$ cat config.mk
export PLATFORM = sky130hd
export DESIGN_NAME = refresh_scheduler_flat
export DESIGN_NICKNAME = d
export VERILOG_FILES = /design/src/rtl/ddr3_timing_pkg.sv /design/src/rtl/refresh_scheduler_if.sv /design/src/rtl/refresh_interval_timer.sv /design/src/rtl/refresh_scheduler.sv /design/src/flat_wrapper.sv
export SDC_FILE = /design/constraint.sdc
export NUM_CORES = 1
export LEC_CHECK = 0
export BUFFER_PORTS_ARGS = -buffer_cell sky130_fd_sc_hd__buf_4
export CORE_UTILIZATION = 39
export CTS_CLUSTER_DIAMETER = 80
export DETAILED_ROUTE_END_ITERATION = 7
export PLACE_DENSITY = 0.68
export SKIP_CTS_REPAIR_TIMING = 1
export SYNTH_ARGS = -nofsm -noshare
export SYNTH_HDL_FRONTEND = slang
export SYNTH_HIERARCHICAL = 1
export SYNTH_SLANG_ARGS = --single-unit
export TNS_END_PERCENT = 1
$ cat constraint.sdc
create_clock -name clk -period 5.3 [get_ports clk]
set_clock_uncertainty 0.2 [all_clocks]
set_input_delay 1.59 -clock clk [delete_from_list [all_inputs] [get_ports clk]]
set_output_delay 1.59 -clock clk [all_outputs]
set_load 0.05 [all_outputs]
$ cat src/rtl/ddr3_timing_pkg.sv
// Shared DDR3 timing constants (200 MHz controller clock) and refresh FSM state type.
package ddr3_timing_pkg;

  localparam int unsigned TREFI_CYCLES_200M = 1560;
  localparam int unsigned TRFC_CYCLES_200M  = 32;
  localparam int unsigned DDR3_MAX_POSTPONE = 8;

  typedef enum logic [1:0] {
    IDLE,
    REQ,
    RFC
  } ref_state_e;

endpackage

$ cat src/rtl/refresh_scheduler_if.sv
// Refresh request/acknowledge bus between the refresh scheduler and the command state machine.
interface refresh_scheduler_if #(
  parameter int unsigned OW = 4
);

  logic          ref_req;
  logic          ref_ack;
  logic          ref_busy;
  logic          urgent;
  logic          overflow;
  logic [OW-1:0] owed;

  // master: the scheduler raising requests; slave: the command state machine serving them
  modport master (
    output ref_req, ref_busy, urgent, overflow, owed,
    input  ref_ack
  );

  modport slave (
    input  ref_req, ref_busy, urgent, overflow, owed,
    output ref_ack
  );

endinterface

$ cat src/rtl/refresh_interval_timer.sv
// tREFI interval counter; emits a one-cycle tick at the last count of each interval.
module refresh_interval_timer #(
  parameter int unsigned TREFI_CYCLES = 1560
) (
  input  logic clk,
  input  logic RESET_SM_button,
  input  logic enable_i,
  output logic tick_o
);

  localparam int unsigned    CW   = $clog2(TREFI_CYCLES);
  localparam logic [CW-1:0]  LAST = CW'(TREFI_CYCLES - 1);

  logic [CW-1:0] cnt_q, cnt_d;

  always_comb begin
    cnt_d = '0;
    if (enable_i) begin
      cnt_d = (cnt_q == LAST) ? '0 : cnt_q + CW'(1);
    end
  end

  always_ff @(posedge clk or posedge RESET_SM_button) begin
    if (RESET_SM_button) begin
      cnt_q <= '0;
    end else begin
      cnt_q <= cnt_d;
    end
  end

  assign tick_o = enable_i && (cnt_q == LAST);

endmodule

$ cat src/rtl/refresh_scheduler.sv
// DDR3 refresh scheduler: accumulates tREFI credits, requests refreshes via req/ack,
// and holds a tRFC busy window after each accepted refresh.
module refresh_scheduler
  import ddr3_timing_pkg::*;
#(
  parameter int unsigned TREFI_CYCLES  = TREFI_CYCLES_200M,
  parameter int unsigned TRFC_CYCLES   = TRFC_CYCLES_200M,
  parameter int unsigned MAX_POSTPONE  = DDR3_MAX_POSTPONE,
  parameter int unsigned URGENT_THRESH = 6
) (
  input  logic                clk,
  input  logic                RESET_SM_button,
  input  logic                enable,
  refresh_scheduler_if.master ref_bus
);

  localparam int unsigned   OW       = $clog2(MAX_POSTPONE + 1);
  localparam int unsigned   RW       = (TRFC_CYCLES > 1) ? $clog2(TRFC_CYCLES) : 1;
  localparam logic [OW-1:0] OWED_MAX = OW'(MAX_POSTPONE);
  localparam logic [OW-1:0] URG_LVL  = OW'(URGENT_THRESH);
  localparam logic [RW-1:0] RFC_LOAD = RW'(TRFC_CYCLES - 1);

  ref_state_e    state_q;
  logic [OW-1:0] owed_q, owed_d;
  logic [RW-1:0] rfc_q;
  logic          overflow_q, overflow_d;
  logic          ref_req_q, ref_busy_q, urgent_q;
  logic          tick, accept;

  refresh_interval_timer #(
    .TREFI_CYCLES(TREFI_CYCLES)
  ) u_timer (
    .clk             (clk),
    .RESET_SM_button (RESET_SM_button),
    .enable_i        (enable),
    .tick_o          (tick)
  );

  assign accept = (state_q == REQ) && ref_bus.ref_ack;

  // A coincident tick and accepted ack cancel; saturation at MAX_POSTPONE flags overflow.
  always_comb begin
    owed_d     = owed_q;
    overflow_d = overflow_q;
    case ({tick, accept})
      2'b10: begin
        if (owed_q == OWED_MAX) overflow_d = 1'b1;
        else                    owed_d     = owed_q + OW'(1);
      end
      2'b01: begin
        if (owed_q != '0) owed_d = owed_q - OW'(1);
      end
      default: ;
    endcase
  end

  // Transitions look at owed_d so ref_req follows a tick by exactly one cycle.
  always_ff @(posedge clk or posedge RESET_SM_button) begin
    if (RESET_SM_button) begin
      state_q    <= IDLE;
      owed_q     <= '0;
      rfc_q      <= '0;
      overflow_q <= 1'b0;
      ref_req_q  <= 1'b0;
      ref_busy_q <= 1'b0;
      urgent_q   <= 1'b0;
    end else begin
      owed_q     <= owed_d;
      overflow_q <= overflow_d;
      urgent_q   <= (owed_d >= URG_LVL);
      case (state_q)
        IDLE: begin
          if (owed_d != '0) begin
            state_q   <= REQ;
            ref_req_q <= 1'b1;
          end
        end
        REQ: begin
          if (accept) begin
            state_q    <= RFC;
            rfc_q      <= RFC_LOAD;
            ref_req_q  <= 1'b0;
            ref_busy_q <= 1'b1;
          end
        end
        RFC: begin
          if (rfc_q == '0) begin
            ref_busy_q <= 1'b0;
            if (owed_d != '0) begin
              state_q   <= REQ;
              ref_req_q <= 1'b1;
            end else begin
              state_q <= IDLE;
            end
          end else begin
            rfc_q <= rfc_q - RW'(1);
          end
        end
        default: begin
          state_q    <= IDLE;
          ref_req_q  <= 1'b0;
          ref_busy_q <= 1'b0;
        end
      endcase
    end
  end

  assign ref_bus.ref_req  = ref_req_q;
  assign ref_bus.ref_busy = ref_busy_q;
  assign ref_bus.urgent   = urgent_q;
  assign ref_bus.overflow = overflow_q;
  assign ref_bus.owed     = owed_q;

endmodule

$ cat src/flat_wrapper.sv
// flat-port wrapper written by rule: the top's interface ports become plain ports
module refresh_scheduler_flat import ddr3_timing_pkg::*;
#(
  parameter int unsigned TREFI_CYCLES  = TREFI_CYCLES_200M,
  parameter int unsigned TRFC_CYCLES   = TRFC_CYCLES_200M,
  parameter int unsigned MAX_POSTPONE  = DDR3_MAX_POSTPONE,
  parameter int unsigned URGENT_THRESH = 6
)
  (clk, RESET_SM_button, enable, ref_bus_ref_req, ref_bus_ref_busy, ref_bus_urgent, ref_bus_overflow, ref_bus_owed, ref_bus_ref_ack);
  refresh_scheduler_if ref_bus_i ();
  input  logic clk;
  input  logic RESET_SM_button;
  input  logic enable;
  output wire logic [$bits(ref_bus_i.ref_req)-1:0] ref_bus_ref_req;
  output wire logic [$bits(ref_bus_i.ref_busy)-1:0] ref_bus_ref_busy;
  output wire logic [$bits(ref_bus_i.urgent)-1:0] ref_bus_urgent;
  output wire logic [$bits(ref_bus_i.overflow)-1:0] ref_bus_overflow;
  output wire logic [$bits(ref_bus_i.owed)-1:0] ref_bus_owed;
  input wire logic [$bits(ref_bus_i.ref_ack)-1:0] ref_bus_ref_ack;
  assign ref_bus_ref_req = ref_bus_i.ref_req;
  assign ref_bus_ref_busy = ref_bus_i.ref_busy;
  assign ref_bus_urgent = ref_bus_i.urgent;
  assign ref_bus_overflow = ref_bus_i.overflow;
  assign ref_bus_owed = ref_bus_i.owed;
  assign ref_bus_i.ref_ack = ref_bus_ref_ack;
  refresh_scheduler #(.TREFI_CYCLES(TREFI_CYCLES), .TRFC_CYCLES(TRFC_CYCLES), .MAX_POSTPONE(MAX_POSTPONE), .URGENT_THRESH(URGENT_THRESH)) u_core (.clk(clk), .RESET_SM_button(RESET_SM_button), .enable(enable), .ref_bus(ref_bus_i));
endmodule
## Yosys cells after proc, flatten, opt, wreduce, memory -nomap -nowiden

Cells that the tools add are included.

| word-level totals | value |
|---|---|
| logic and storage cells | 56 |
| register bits after elaboration | 26 |
| output and inout port bits | 8 |

| cells by class | value |
|---|---|
| $add $sub $neg | 4 |
| muxes and demuxes | 20 |
| bitwise logic cells | 1 |
| equal/unequal tests | 10 |
| reduce and logical (&&, ||, !) cells | 12 |
| magnitude comparators | 1 |

Operators by type and width:

| cell | number |
|---|---|
| $mux 11 | 2 |
| $add 11x1->11 const B | 1 |
| $eq 11x11->1 const B | 1 |
| $mux 5 | 2 |
| $pmux 5 s2 | 1 |
| $reduce_and 3->1 | 3 |
| $mux 4 | 2 |
| $pmux 4 s2 | 1 |
| $reduce_bool 4->1 | 2 |
| $mux 1 | 6 |
| $mux 2 | 3 |
| $ne 2x1->1 const B | 3 |
| $pmux 1 s3 | 2 |
| $pmux 2 s3 | 1 |
| $logic_not 5->1 | 1 |
| $sub 5x1->5 const B | 1 |
| $add 4x1->4 const B | 1 |
| $eq 2x1->1 const B | 2 |
| $eq 2x2->1 const B | 2 |
| $eq 4x4->1 const B | 1 |
| $ge 4x3->1 const B | 1 |
| $reduce_and 2->1 | 2 |
| $sub 4x1->4 const B | 1 |
| $logic_and 1x1->1 | 2 |
| other kinds (4) | 4 |

## Depth between registers and ports, before layout

Gate-level depths: netlist of the first run.

| depth | value |
|---|---|
| depth after elaboration | 8 |
| depth in mapped cells | 11 |
| gate-level depth less buffers | 10 |

## By module

The synthesis of the first run kept the hierarchy.

Modules (own cells, without submodules):

| module | area an instance (sq um) | instances | cells an instance |
|---|---|---|---|
| refresh_scheduler | 927.1 | 1 | 96 |
| refresh_interval_timer | 556.8 | 1 | 56 |

## Worst setup path before layout of the first run

Ideal clock, no wire load.

| timing path | value |
|---|---|
| kind | input-to-reg |
| start | in enable |
| end | reg u_core.state_q[0] |
| arrival time | 3.476 ns |
| data required time | 4.999 ns |
| buffers on the path | 1 |
| cell stages on the path | 10 |
| slack | 1.523 ns |
| library setup time | 0.101 ns |
| cells stage by stage | inv_1 nor4_1 inv_1 ha_1 clkbuf_2 nor2_1 a22o_1 a2111oi_2 nor4_2 o32ai_1 |

| between the ends | value |
|---|---|
| word-level cells in the longest chain between the ends | 7 |
| elaborated cells between the ends (all ways) | 10 |
| those cells by class | 3 x eq/ne; 4 x mux; 3 x reduce/logical |

Ends and longest elaborated chain:

| element | line | source |
|---|---|---|
| start, declared | flat_wrapper.sv:13 | `input logic enable;` |
| $logic_and 1x1->1 (*) | refresh_interval_timer.sv:31 | `assign tick_o = enable_i && (cnt_q == LAST);` |
| via u_core.tick | refresh_scheduler.sv:28 | `logic tick, accept;` |
| $eq 2x1->1 / $eq 2x2->1 (equally long branches) | refresh_scheduler.sv:45 | `case ({tick, accept})` |
| $pmux 4 s2 (*) | refresh_scheduler.sv:45 |  |
| via u_core.owed_d[0] | refresh_scheduler.sv:24 | `logic [OW-1:0] owed_q, owed_d;` |
| $reduce_bool 4->1 (*) | refresh_scheduler.sv:73, refresh_scheduler.sv:89 |  |
| $mux 1 | refresh_scheduler.sv:89 | `if (owed_d != '0) begin` |
| $mux 2 | refresh_scheduler.sv:87 | `if (rfc_q == '0) begin` |
| $pmux 2 s3 | refresh_scheduler.sv:71 | `case (state_q)` |
| end signal, assigned | refresh_scheduler.sv:74 | `state_q <= REQ;` |
| end signal, assigned | refresh_scheduler.sv:90 | `state_q <= REQ;` |
| end signal, assigned | refresh_scheduler.sv:93 | `state_q <= IDLE;` |
| end, declared | refresh_scheduler.sv:23 | `ref_state_e state_q;` |

Mark *: on every way through the listed nets, which the timed path passes. The rest lies on a longest branch. The select of a mux whose other input is x is not followed.
A chain may end at the register's enable or synchronous reset.

## Worst setup path in the final report of the first run

Same ends and word-level chain as after synthesis.

==> Flow_metrics.wiki, run 1 <==
{| class="wikitable"
! Metric !! Value
|-
| Xor and xnor fraction of the mapped netlist area || under 10%
|-
| Synthesized instance count || 152
|-
| Die boundary height || about 64 µm
|-
| Post-detailed-route via-to-cell ratio || 5.528
|-
| Area added between synthesis and finish || 12.39%
|-
| CTS clock-pin slew for the worst setup and hold paths || 0.09 ns
|-
| Count of TritonRoute iterations in the first routing pass || 6
|-
| Fin Setup TNS || 0 ns
|-
| Die Outline Area || slightly above 0.004 mm²
|-
| Depth of the CTS H-tree || 1
|-
| Io pins || 12
|-
| Multiplexer share of the synthesized area || under 10%
|-
| Most frequent cells after synthesis || sky130_fd_sc_hd__dfrtp_1 (26), sky130_fd_sc_hd__inv_1 (17), sky130_fd_sc_hd__a21oi_1 (12), sky130_fd_sc_hd__nor2_1 (12)
|-
| Warnings, synthesis || 6
|-
| RR Startpoint || u_core/u_timer/cnt_q[5]$_DFF_PP0_
|-
| Horizontal die dimension || between 60 and 70 µm
|-
| Post-route minimum period || ~3.8 ns
|-
| Max Slew Vio Count || 0
|-
| Routed wire length || 2.936 mm
|-
| Simple-Gate Fraction of Synth Area || 21.75%
|-
| Pwr dens || 236.4 mW/mm²
|-
| Inst Count DP || ~210
|-
| Instance count along the most critical hold path || 1
|-
| Average cell area after synthesis || roughly 9.8 µm²
|-
| CP Data Required Time || 5.28 ns
|-
| Post-synth ARST share || 100.0%
|-
| Pin count of the biggest net entering global routing || 16
|-
| Largest family of logic cells by synthesized area || simple AND/OR/NAND/NOR gates
|-
| Share of the synthesized area in the top cell type || 43.84%
|-
| Post-Synthesis Cell Area || 0.001484 mm²
|-
| Max VDD drop || 0.1120 mV
|-
| Overall power consumption || 394.4 µW
|-
| Final antenna diode count || 0
|-
| Starting density of the core || 40.53%
|-
| Number of sinks driven by the clock tree || 26
|-
| Minimum setup slack among reg-to-reg paths || 2.04 ns
|-
| Skew-Pair Late Insertion Delay || 0.27 ns
|-
| Sequential cell area fraction in the yosys report || 43.84%
|-
| Clock root cell || sky130_fd_sc_hd__clkbuf_8
|-
| Result of the run || finished, violations left
|-
| Type of the worst min-delay path || reg2reg
|-
| Number of nets in the synthesized netlist || 163
|-
| Critical path launch point type || input port
|-
| Detailed-placement wirelength estimate || 2.111 mm
|-
| Type of the worst setup path || in2reg
|-
| Non-filler instance count after layout || approximately 210
|-
| Combined flip-flop and latch cell area || roughly 650 µm²
|-
| Number of failing hold endpoints at the final stage || 0
|-
| FILL cells || 364
|-
| Depth of the worst register-to-register path || 9
|-
| Number of library cell types mapped by synthesis || 46
|-
| Nature of the critical path endpoint || register
|-
| Post-synthesis share of cell area spent on full adders, half adders and majority gates || under 10%
|-
| Post-layout util || 45.56%
|-
| CTS Buffer Depth || 2
|-
| Hold path endpoint || u_core/ref_bus.overflow$_DFFE_PP0P_
|-
| Average wire length per cell after detail routing || 13.85 µm
|-
| Std-Cell Core Area || 0.003661 mm²
|-
| Number of enable flip-flop cells after synthesis || 0
|-
| Weighted congestion reported at the end of routability-driven placement || 0.7713
|-
| Number of nets in the layout || 176
|-
| Violated checks || design-rule violations
|-
| Final setup violating endpoints || 0
|-
| Total global routing track utilization || between 10% and 20%
|-
| Wire length of the first global-routing pass || ~5.2 mm
|-
| Number of global-route vias before repair || around 1100
|-
| WP data arrival || 3.78 ns
|-
| Input/output buffers || 11
|-
| Maximum capacitance violations || 0
|-
| Normalized max-slew margin || a little over half
|-
| Share of the synthesized area in compound gates (AO/OA/AOI/OAI) || 19.31%
|-
| Hold path startpoint || u_core/ref_bus.overflow$_DFFE_PP0P_
|-
| Max Clock Freq || approximately 260 MHz
|-
| Vias || 1172
|-
| Starting DRC count in detailed routing || 51
|-
| Yosys top cell by area || sky130_fd_sc_hd__dfrtp_1
|-
| Setup repair after global routing missed its margin || false
|-
| Layout cell share with drive strength beyond 1 || 17.68%
|-
| Clock tree from TritonCTS || done
|-
| Worst-path maximum fanout || 10
|-
| Number of placement rows || 22
|-
| Measured slew at the worst slew-check pin || 0.6948 ns
|-
| Endpoint of the most critical register-to-register path || u_core/state_q[0]$_DFFE_PP0P_
|-
| Antenna violations before repair || 0
|-
| Total grt overflow || 0
|-
| Total area of multi-input combinational cells || 755.7 µm²
|-
| Ratio of final minimum period to clock period || 71.74%
|-
| FF+latch count, synth || 26
|-
| DR DRC count || 2
|-
| CTS buffer count || 3
|-
| Dominant register cell in the synthesized netlist || sky130_fd_sc_hd__dfrtp_1
|-
| Library cell with the highest instance count after synthesis || sky130_fd_sc_hd__dfrtp_1
|-
| Dominant cells by area after synthesis || sky130_fd_sc_hd__dfrtp_1 (44%), sky130_fd_sc_hd__ha_1 (5.9%), sky130_fd_sc_hd__inv_1 (4.3%)
|-
| Leakage || ~0.00074 µW
|-
| Remaining antenna violation count || 0
|}
==> cell families (layout without fill, tap and decap cells) <==
kind of cell	count (synthesis)	after routing
muxes	1	1
xor gates and xnor gates	5	5
adders and majority gates	7	7
AOI/OAI and AO/OA	39	39
buffers and inverters	20	32
and+or+nand+nor	54	54
DFF	26	26
==> metal layers <==
layer | up-vias | share of wire, % | global-route usage (%)
met2 | 24 | 49 | 25.40
met3 | 4 | 2.4 | 1.449
met4 | 0 | 0.65 | 5.966
met5 | - | 0 | 0
met1 | 568 | 48 | 22.99
li1 | 576 | - | -
==> power breakdown <==
part	leakage [µW]	switching [µW]	total (µW)	internal (µW)
clock	0.0000288	60.5	127	66.4
combinational	0.000378	21.7	38.0	16.3
sequential	0.000336	15.4	230	214
total	0.000743	97.6	394	297
==> cell type report <==
| type | instances | share of cell area [%] |
|---|---|---|
| multi-input combinational | 106 | 45.31 |
| clock buffer | 4 | 3.301 |
| sequential | 26 | 39.01 |
| timing repair buffer | 11 | 4.951 |
| inverter | 17 | 3.826 |
| tap | 48 | 3.601 |
==> critical path: stages <==
cell	delay, ns
sky130_fd_sc_hd__buf_4	0.10
sky130_fd_sc_hd__inv_1	0.06
sky130_fd_sc_hd__nor4_1	0.36
sky130_fd_sc_hd__inv_1	0.08
sky130_fd_sc_hd__ha_1	0.48
sky130_fd_sc_hd__nor2_1	0.07
sky130_fd_sc_hd__a22o_1	0.25
sky130_fd_sc_hd__a2111oi_2	0.44
sky130_fd_sc_hd__nor4_2	0.11
sky130_fd_sc_hd__o32ai_1	0.23
==> how the worst max path moves through the flow <==
| stage | start | endpoint | slack (ns) | cells after the start |
|---|---|---|---|---|
| 2_1_floorplan | enable | u_core/state_q[0]$_DFFE_PP0P_ | 1.52 | 10 |
| 3_3_place_gp | enable | u_core/state_q[0]$_DFFE_PP0P_ | 1.27 | 10 |
| 3_5_place_dp | enable | u_core/state_q[0]$_DFFE_PP0P_ | 1.19 | 10 |
| 4_1_cts | enable | u_core/state_q[0]$_DFFE_PP0P_ | 1.48 | 10 |
| 5_1_grt | enable | u_core/state_q[0]$_DFFE_PP0P_ | 1.29 | 10 |
| 6_report | enable | u_core/state_q[0]$_DFFE_PP0P_ | 1.50 | 10 |
==> flip-flops by register name (all words and copies together) (netlist names) <==
name	flops
u_core/ref_bus.urgent	1
u_core/ref_bus.overflow	1
u_core/ref_bus.ref_req	1
u_core/ref_bus.owed	4
u_core/state_q	2
u_core/rfc_q	5
u_core/u_timer/cnt_q	11
u_core/ref_bus.ref_busy	1
==> metrics by stage <==
| stage | hold slack, ns | instance area (µm²) | setup slack, ns |
|---|---|---|---|
| 2_1_floorplan | 0.2513 | 1484 | 1.523 |
| 3_3_place_gp | 0.2551 | 1613 | 1.275 |
| 3_5_place_dp | 0.2603 | 1613 | 1.192 |
| 4_1_cts | 0.2802 | 1668 | 1.484 |
| 5_1_grt | 0.2953 | 1668 | 1.288 |
| 6_report | 0.2746 | 1668 | 1.498 |
==> placed cells by master (no fill, tap or decap), drive strengths merged, types with 2 or more instances in the layout <==
cell,n
or4,3
clkbuf,4
nand2,7
xnor2,2
inv,17
and3,2
xor2,3
a211oi,2
a31o,2
o31ai,5
nor4,2
dfrtp,26
a21oi,12
o32ai,2
ha,7
nand4,4
nor2,12
o21ai,7
or3,4
buf,11
nand3,5
a31oi,2
nand3b,2
nor2b,3
Power figures use the tool's default switching activity.
==> inputs of run 2 (changes only) <==
--- a/config.mk
+++ b/config.mk
@@ -9,7 +9,7 @@
 export CORE_UTILIZATION = 39
 export CTS_CLUSTER_DIAMETER = 80
 export DETAILED_ROUTE_END_ITERATION = 7
-export PLACE_DENSITY = 0.68
+export PLACE_DENSITY = 0.7
 export SKIP_CTS_REPAIR_TIMING = 1
 export SYNTH_ARGS = -nofsm -noshare
 export SYNTH_HDL_FRONTEND = slang
==> constraint.sdc (replaced) <==
create_clock -name clk -period 3.4 [get_ports clk]
set_clock_uncertainty 0.2 [all_clocks]
set_input_delay 1.02 -clock clk [delete_from_list [all_inputs] [get_ports clk]]
set_output_delay 1.02 -clock clk [all_outputs]
set_load 0.05 [all_outputs]
==> run 2 against run 1 <==
The run now ends clean. Design area is 2.3% higher. Largest power group unchanged. Highest routed layer unchanged. Clock-buffer cell count did not move. Clock power rose by 56%. Sequential share of layout area is 0.86 points lower.
==> Flow_metrics.wiki, run 2 (synthesis results as in run 1) <==
{| class="wikitable"
! Metric !! Value
|-
| Result of the run || completed
|-
| Clock power share || 32.1% (about the same)
|-
| Std-Cell Core Area || 0.003661 mm² (unchanged)
|-
| Die boundary height || 63.69 µm (unchanged)
|-
| Max VDD drop || 0.1685 mV (+50%)
|-
| Total area of multi-input combinational cells || 755.7 µm² (unchanged)
|-
| Skew-Pair Late Insertion Delay || 0.26 ns (about the same)
|-
| Wire length of the first global-routing pass || 5.133 mm (-1.3%)
|-
| Switching share of total power || 24.96% (+0.20 points)
|-
| Die Outline Area || 0.004056 mm² (unchanged)
|-
| Antenna violations before repair || 0 (unchanged)
|-
| Leakage || 0.0007679 µW (+3.4%)
|-
| Fin Setup TNS || 0 ns (unchanged)
|-
| Flip-flop count of the largest register after layout || 11 (unchanged)
|-
| Clock root cell || sky130_fd_sc_hd__clkbuf_8
|-
| FILL cells || 331 (-9.1%)
|-
| CTS Buffer Depth || 2 (unchanged)
|-
| First element of the critical path || u_core/u_timer/cnt_q[5]$_DFF_PP0_
|-
| Max Slew Vio Count || 0 (unchanged)
|-
| Part of the total power dissipated in sequential elements || 58.1% (about the same)
|-
| Total global routing track utilization || 15.99% (-0.18 points)
|-
| Starting density of the core || 40.53% (unchanged)
|-
| Maximum capacitance violations || 0 (unchanged)
|-
| CTS buffer count || 3 (unchanged)
|-
| Number of failing hold endpoints at the final stage || 0 (unchanged)
|-
| Type of the worst min-delay path || reg2reg
|-
| Count of TritonRoute iterations in the first routing pass || 6 (unchanged)
|-
| Pwr dens || 361.8 mW/mm² (+53%)
|-
| Starting DRC count in detailed routing || 138 (+170%)
|-
| Number of global-route vias before repair || 1171 (+3.3%)
|-
| Nature of the critical path endpoint || register
|-
| Io pins || 12 (unchanged)
|-
| Depth of the CTS H-tree || 1 (unchanged)
|-
| Setup repair after global routing missed its margin || false
|-
| Post-layout util || 46.58% (+1.0 points)
|-
| WP data arrival || 3.17 ns (-0.61 ns)
|-
| Final antenna diode count || 0 (unchanged)
|-
| Routed wire length || 2.990 mm (+1.8%)
|-
| Vias || 1235 (+5.4%)
|-
| CP Data Required Time || 3.37 ns (-1.91 ns)
|-
| Type of the worst setup path || reg2reg
|-
| Average wire length per cell after detail routing || 13.78 µm (-0.51%)
|-
| Worst-path maximum fanout || 7 (-3)
|-
| Max Clock Freq || 312.5 MHz
|-
| Comb power frac || 9.8% (+0.2 points)
|-
| RR Startpoint || u_core/u_timer/cnt_q[5]$_DFF_PP0_
|-
| Pin count of the biggest net entering global routing || 16 (unchanged)
|-
| Critical path launch point type || register
|-
| DR DRC count || 0 (-2)
|-
| CTS clock-pin slew for the worst setup and hold paths || 0.09 ns (about the same)
|-
| Most frequent cells in the layout || sky130_fd_sc_hd__dfrtp_1 (26), sky130_fd_sc_hd__inv_1 (17), sky130_fd_sc_hd__buf_4 (16)
|-
| Measured slew at the worst slew-check pin || 0.7183 ns (+0.02354 ns)
|-
| Area added between synthesis and finish || 14.92%
|-
| Remaining antenna violation count || 0 (unchanged)
|-
| Delay contributed by the slowest stage of the critical path || 0.59 ns (+0.11 ns)
|-
| Number of placement rows || 22 (unchanged)
|-
| Post-route minimum period || approximately 3.2 ns
|-
| Post-detailed-route via-to-cell ratio || 5.691 (+2.9%)
|-
| Input/output buffers || 11 (unchanged)
|-
| Cell type of the slowest stage on the worst timing path || sky130_fd_sc_hd__or4b_4
|-
| Inst Count DP || 213 (+2.4%)
|-
| Horizontal die dimension || 63.69 µm (unchanged)
|-
| Commonest non-fill, non-tap cell in the layout || sky130_fd_sc_hd__dfrtp_1
|-
| Normalized max-slew margin || 52.01% (-1.6 points)
|-
| Weighted congestion reported at the end of routability-driven placement || 0.8855 (+15%)
|-
| Detailed-placement wirelength estimate || 2.230 mm (+5.6%)
|-
| Ratio of final minimum period to clock period || a little over nine tenths
|-
| Total grt overflow || 0 (unchanged)
|-
| Layout cell share with drive strength beyond 1 || 20.12% (+2.4 points)
|-
| Non-filler instance count after layout || 217 (+2.4%)
|-
| Final setup violating endpoints || 0 (unchanged)
|-
| Hold path startpoint || u_core/ref_bus.overflow$_DFFE_PP0P_
|-
| Largest register by flop count || u_core/u_timer/cnt_q
|-
| Number of sinks driven by the clock tree || 26 (unchanged)
|-
| Series of cell instances along the critical path || or4b_4 -> nor4_1 -> inv_1 -> ha_1 -> buf_4 -> nor2b_1 -> a2111oi_2 -> nor4_2 -> o32ai_1
|-
| Number of nets in the layout || 181 (+2.8%)
|-
| Combined flip-flop and latch cell area || 650.6 µm² (unchanged)
|-
| Switching power || 154.0 µW (+58%)
|-
| Clock tree from TritonCTS || done
|-
| Cell-internal power || 463.0 µW (+56%)
|}
## run 2: changes by cell type in the layout (fill, tap and decap cells not counted), sizes merged
cell | before | now
buf | 11 | 16
## run 2: critical path, delay by kind of cell, from the launching register on
kind / cells / cell delay (ns)
AOI/OAI and AO/OA: 2 / 0.69
adders and majority gates: 1 / 0.34
buffers and inverters: 2 / 0.26
DFF: 1 / 0.46
and+or+nand+nor: 4 / 1.14
## run 2: final timing paths
kind / to / slack (ns) / depth (start not counted)
max: u_core/state_q[0]$_DFFE_PP0P_ / 0.20 / 9
min: u_core/ref_bus.overflow$_DFFE_PP0P_ / 0.28 / 1
max reg2reg: u_core/state_q[0]$_DFFE_PP0P_ / 0.20 / 9
min reg2reg: u_core/ref_bus.overflow$_DFFE_PP0P_ / 0.28 / 1
max in group asynchronous: u_core/rfc_q[1]$_DFFE_PP0P_ / 2.00 / 2
min in group asynchronous: u_core/u_timer/cnt_q[5]$_DFF_PP0_ / 0.55 / 2
## run 2: power by group through the flow
stage                     Combinational [µW]  Clock, µW  Sequential, µW
after floorplan                         44.6          0             358
after global placement                  56.7          0             362
after detailed placement                60.9          0             365
after CTS                               62.0        203             358
after global routing                    71.5        217             363
final                                   60.6        198             358
## run 2: area by class of cell
cell class	count	share of cell area (%)
timing repair buffer	16	7.043
clock buffer	4	3.228
tap	48	3.522
inverter	17	3.742
sequential	26	38.15
multi-input combinational	106	44.31
## run 2: metrics by stage
stage               power, µW  hold WS, ns  area (µm²)  setup slack (ns)
floorplan               402.7       0.2513        1484            0.1933
global placement        419.0       0.2563        1650           0.09810
detailed placement      426.0       0.2684        1650          0.005850
CTS                     623.6       0.2892        1705            0.2011
global route            651.6       0.3057        1705           0.03471
finish                  617.0       0.2785        1705            0.2001
## run 2: metal layers
metal | vias to the layer above | track usage, % | wire, µm
met3 | 2 | 1.812 | 123
met5 | - | 0 | 0
li1 | 590 | - | -
met4 | 0 | 7.102 | 10
met1 | 607 | 20.59 | 1380
met2 | 36 | 26.73 | 1476
==> inputs of run 3 (changes only) <==
--- a/config.mk
+++ b/config.mk
@@ -5,11 +5,12 @@
 export SDC_FILE = /design/constraint.sdc
 export NUM_CORES = 1
 export LEC_CHECK = 0
-export BUFFER_PORTS_ARGS = -buffer_cell sky130_fd_sc_hd__buf_4
 export CORE_UTILIZATION = 39
+export CTS_BUF_LIST = sky130_fd_sc_hd__clkbuf_4 sky130_fd_sc_hd__clkbuf_8
 export CTS_CLUSTER_DIAMETER = 80
 export DETAILED_ROUTE_END_ITERATION = 7
-export PLACE_DENSITY = 0.7
+export DONT_BUFFER_PORTS = 1
+export PLACE_DENSITY = 0.67
 export SKIP_CTS_REPAIR_TIMING = 1
 export SYNTH_ARGS = -nofsm -noshare
 export SYNTH_HDL_FRONTEND = slang
==> run 3 against run 2 <==
Final cell count fell by 4.1%. Wire length shrank 5.2%. Die area unchanged. Combinational power shrank 8.7%.
==> Flow_metrics.wiki, run 3 (synthesis results as in run 1) <==
{| class="wikitable"
! Metric !! Value
|-
| CTS clock-pin slew for the worst setup and hold paths || 0.08 ns (about the same)
|-
| Input/output buffers || 0 (-11)
|-
| CP Data Required Time || 3.36 ns (about the same)
|-
| Pwr dens || 350.9 mW/mm² (-3.0%)
|-
| Total grt overflow || 0 (unchanged)
|-
| Count of TritonRoute iterations in the first routing pass || 4 (-2)
|-
| Leakage || 0.0007210 µW (-6.1%)
|-
| Horizontal die dimension || 63.69 µm (unchanged)
|-
| Series of cell instances along the critical path || or4b_4 -> nor4_2 -> inv_1 -> ha_1 -> nor2_1 -> a22o_1 -> a2111oi_2 -> nor4_2 -> o32ai_1
|-
| Wire length of the first global-routing pass || 4.968 mm (-3.2%)
|-
| Antenna violations before repair || 0 (unchanged)
|-
| Final antenna diode count || 0 (unchanged)
|-
| Post-route minimum period || 3.116 ns (-0.08410 ns)
|-
| Die Outline Area || 0.004056 mm² (unchanged)
|-
| Number of nets in the layout || 173 (-4.4%)
|-
| CTS buffer count || 3 (unchanged)
|-
| Post-detailed-route via-to-cell ratio || 5.529 (-2.9%)
|-
| Type of the worst min-delay path || reg2reg
|-
| Commonest non-fill, non-tap cell in the layout || sky130_fd_sc_hd__dfrtp_1
|-
| Weighted congestion reported at the end of routability-driven placement || 0.8500 (-4.0%)
|-
| Nature of the critical path endpoint || register
|-
| Clock tree from TritonCTS || done
|-
| CTS Buffer Depth || 2 (unchanged)
|-
| Area added between synthesis and finish || 10.37%
|-
| Crit path setup slack, layout || 0.2842 ns (+0.08410 ns)
|-
| Max Slew Vio Count || 0 (unchanged)
|-
| Largest register by flop count || u_core/u_timer/cnt_q
|-
| Detailed-placement wirelength estimate || 2.189 mm (-1.8%)
|-
| Number of placement rows || 22 (unchanged)
|-
| Max VDD drop || 0.1438 mV (-15%)
|-
| Remaining antenna violation count || 0 (unchanged)
|-
| Number of global-route vias before repair || 1149 (-1.9%)
|-
| CP delay by family, top || compound AO/OA/AOI/OAI gates
|-
| Most frequent cells in the layout || sky130_fd_sc_hd__dfrtp_1 (26), sky130_fd_sc_hd__inv_1 (17), sky130_fd_sc_hd__nor2_1 (12), sky130_fd_sc_hd__a21oi_1 (12), sky130_fd_sc_hd__buf_4 (8)
|-
| Post-layout util || 44.74% (-1.8 points)
|-
| WP data arrival || 3.08 ns (-0.09 ns)
|-
| Die boundary height || 63.69 µm (unchanged)
|-
| Worst setup slack after placement || -0.004301 ns (-0.01015 ns)
|-
| Max Clock Freq || 320.9 MHz (+2.7%)
|-
| Result of the run || completed
|-
| Total global routing track utilization || 15.02% (-0.97 points)
|-
| Type of the worst setup path || reg2reg
|-
| Worst-path maximum fanout || 6 (-1)
|-
| Overall power consumption || 574.8 µW (-6.8%)
|-
| Number of sinks driven by the clock tree || 26 (unchanged)
|-
| Flip-flop count of the largest register after layout || 11 (unchanged)
|-
| Buffers & Inverters on Critical Path || 1 (-1)
|-
| Pin count of the biggest net entering global routing || 16 (unchanged)
|-
| Normalized max-slew margin || 54.35% (+2.3 points)
|-
| Hold Slack || 0.2835 ns (+0.005031 ns)
|-
| Average wire length per cell after detail routing || 13.63 µm (-1.0%)
|-
| Routed wire length || 2.836 mm (-5.2%)
|-
| Clock root cell || sky130_fd_sc_hd__clkbuf_8
|-
| Layout cell share with drive strength beyond 1 || 16.25% (-3.9 points)
|-
| Depth of the CTS H-tree || 1 (unchanged)
|-
| Setup repair after global routing missed its margin || false
|-
| DR DRC count || 0 (unchanged)
|-
| Vias || 1150 (-6.9%)
|-
| Starting DRC count in detailed routing || 75 (-46%)
|-
| Final setup violating endpoints || 0 (unchanged)
|-
| Fin Setup TNS || 0 ns (unchanged)
|-
| Maximum capacitance violations || 0 (unchanged)
|-
| Cell type of the slowest stage on the worst timing path || sky130_fd_sc_hd__or4b_4
|-
| Skew-Pair Late Insertion Delay || 0.26 ns (about the same)
|-
| Measured slew at the worst slew-check pin || 0.6833 ns (-0.03503 ns)
|-
| Most numerous cell on the critical path || sky130_fd_sc_hd__nor4_2
|-
| Std-Cell Core Area || 0.003661 mm² (unchanged)
|-
| Critical path launch point type || register
|-
| Number of failing hold endpoints at the final stage || 0 (unchanged)
|-
| Starting density of the core || 40.53% (unchanged)
|-
| Ratio of final minimum period to clock period || 91.64% (-2.5 points)
|-
| Io pins || 12 (unchanged)
|-
| Delay contributed by the slowest stage of the critical path || 0.56 ns (-0.03 ns)
|}
run 3: path summary, 6_finish.rpt:
check | from | to | slack [ns] | cells past startpoint
min in group asynchronous | RESET_SM_button | u_core/u_timer/cnt_q[9]$_DFF_PP0_ | 0.43 | 1
min reg2reg | u_core/rfc_q[0]$_DFFE_PP0P_ | u_core/rfc_q[0]$_DFFE_PP0P_ | 0.28 | 1
max in group asynchronous | RESET_SM_button | u_core/ref_bus.owed[0]$_DFF_PP0_ | 2.10 | 1
max reg2reg | u_core/u_timer/cnt_q[6]$_DFF_PP0_ | u_core/state_q[0]$_DFFE_PP0P_ | 0.28 | 9
min | u_core/rfc_q[0]$_DFFE_PP0P_ | u_core/rfc_q[0]$_DFFE_PP0P_ | 0.28 | 1
max | u_core/u_timer/cnt_q[6]$_DFF_PP0_ | u_core/state_q[0]$_DFFE_PP0P_ | 0.28 | 9
run 3: layout make-up:
class	count	area (µm²)
Sequential cell	26	650.6
Inverter	17	63.81
Clock buffer	3	41.29
Fill cell	355	2023
Timing Repair Buffer	8	60.06
Multi-Input combinational cell	106	762.0
Tap cell	48	60.06
run 3: stage by stage:
stage	instances	instance area (µm²)
6_report	208	1638
3_3_place_gp	205	1590
3_5_place_dp	205	1590
2_1_floorplan	152	1484
4_1_cts	208	1632
5_1_grt	208	1638
run 3: layer usage:
| metal | track usage, % | part of all wire [%] | vias up |
|---|---|---|---|
| li1 | - | - | 569 |
| met1 | 18.86 | 45 | 552 |
| met2 | 25.53 | 50 | 21 |
| met3 | 1.630 | 1.8 | 8 |
| met4 | 7.102 | 3.0 | 0 |
| met5 | 0 | 0 | - |
run 3: power by group:
group	total (µW)	leakage, µW	switching (µW)	internal (µW)
sequential	358	0.000336	23.9	334
clock	162	0.0000216	82.8	79.0
combinational	55.3	0.000364	32.4	22.9
total	575	0.000721	139	436
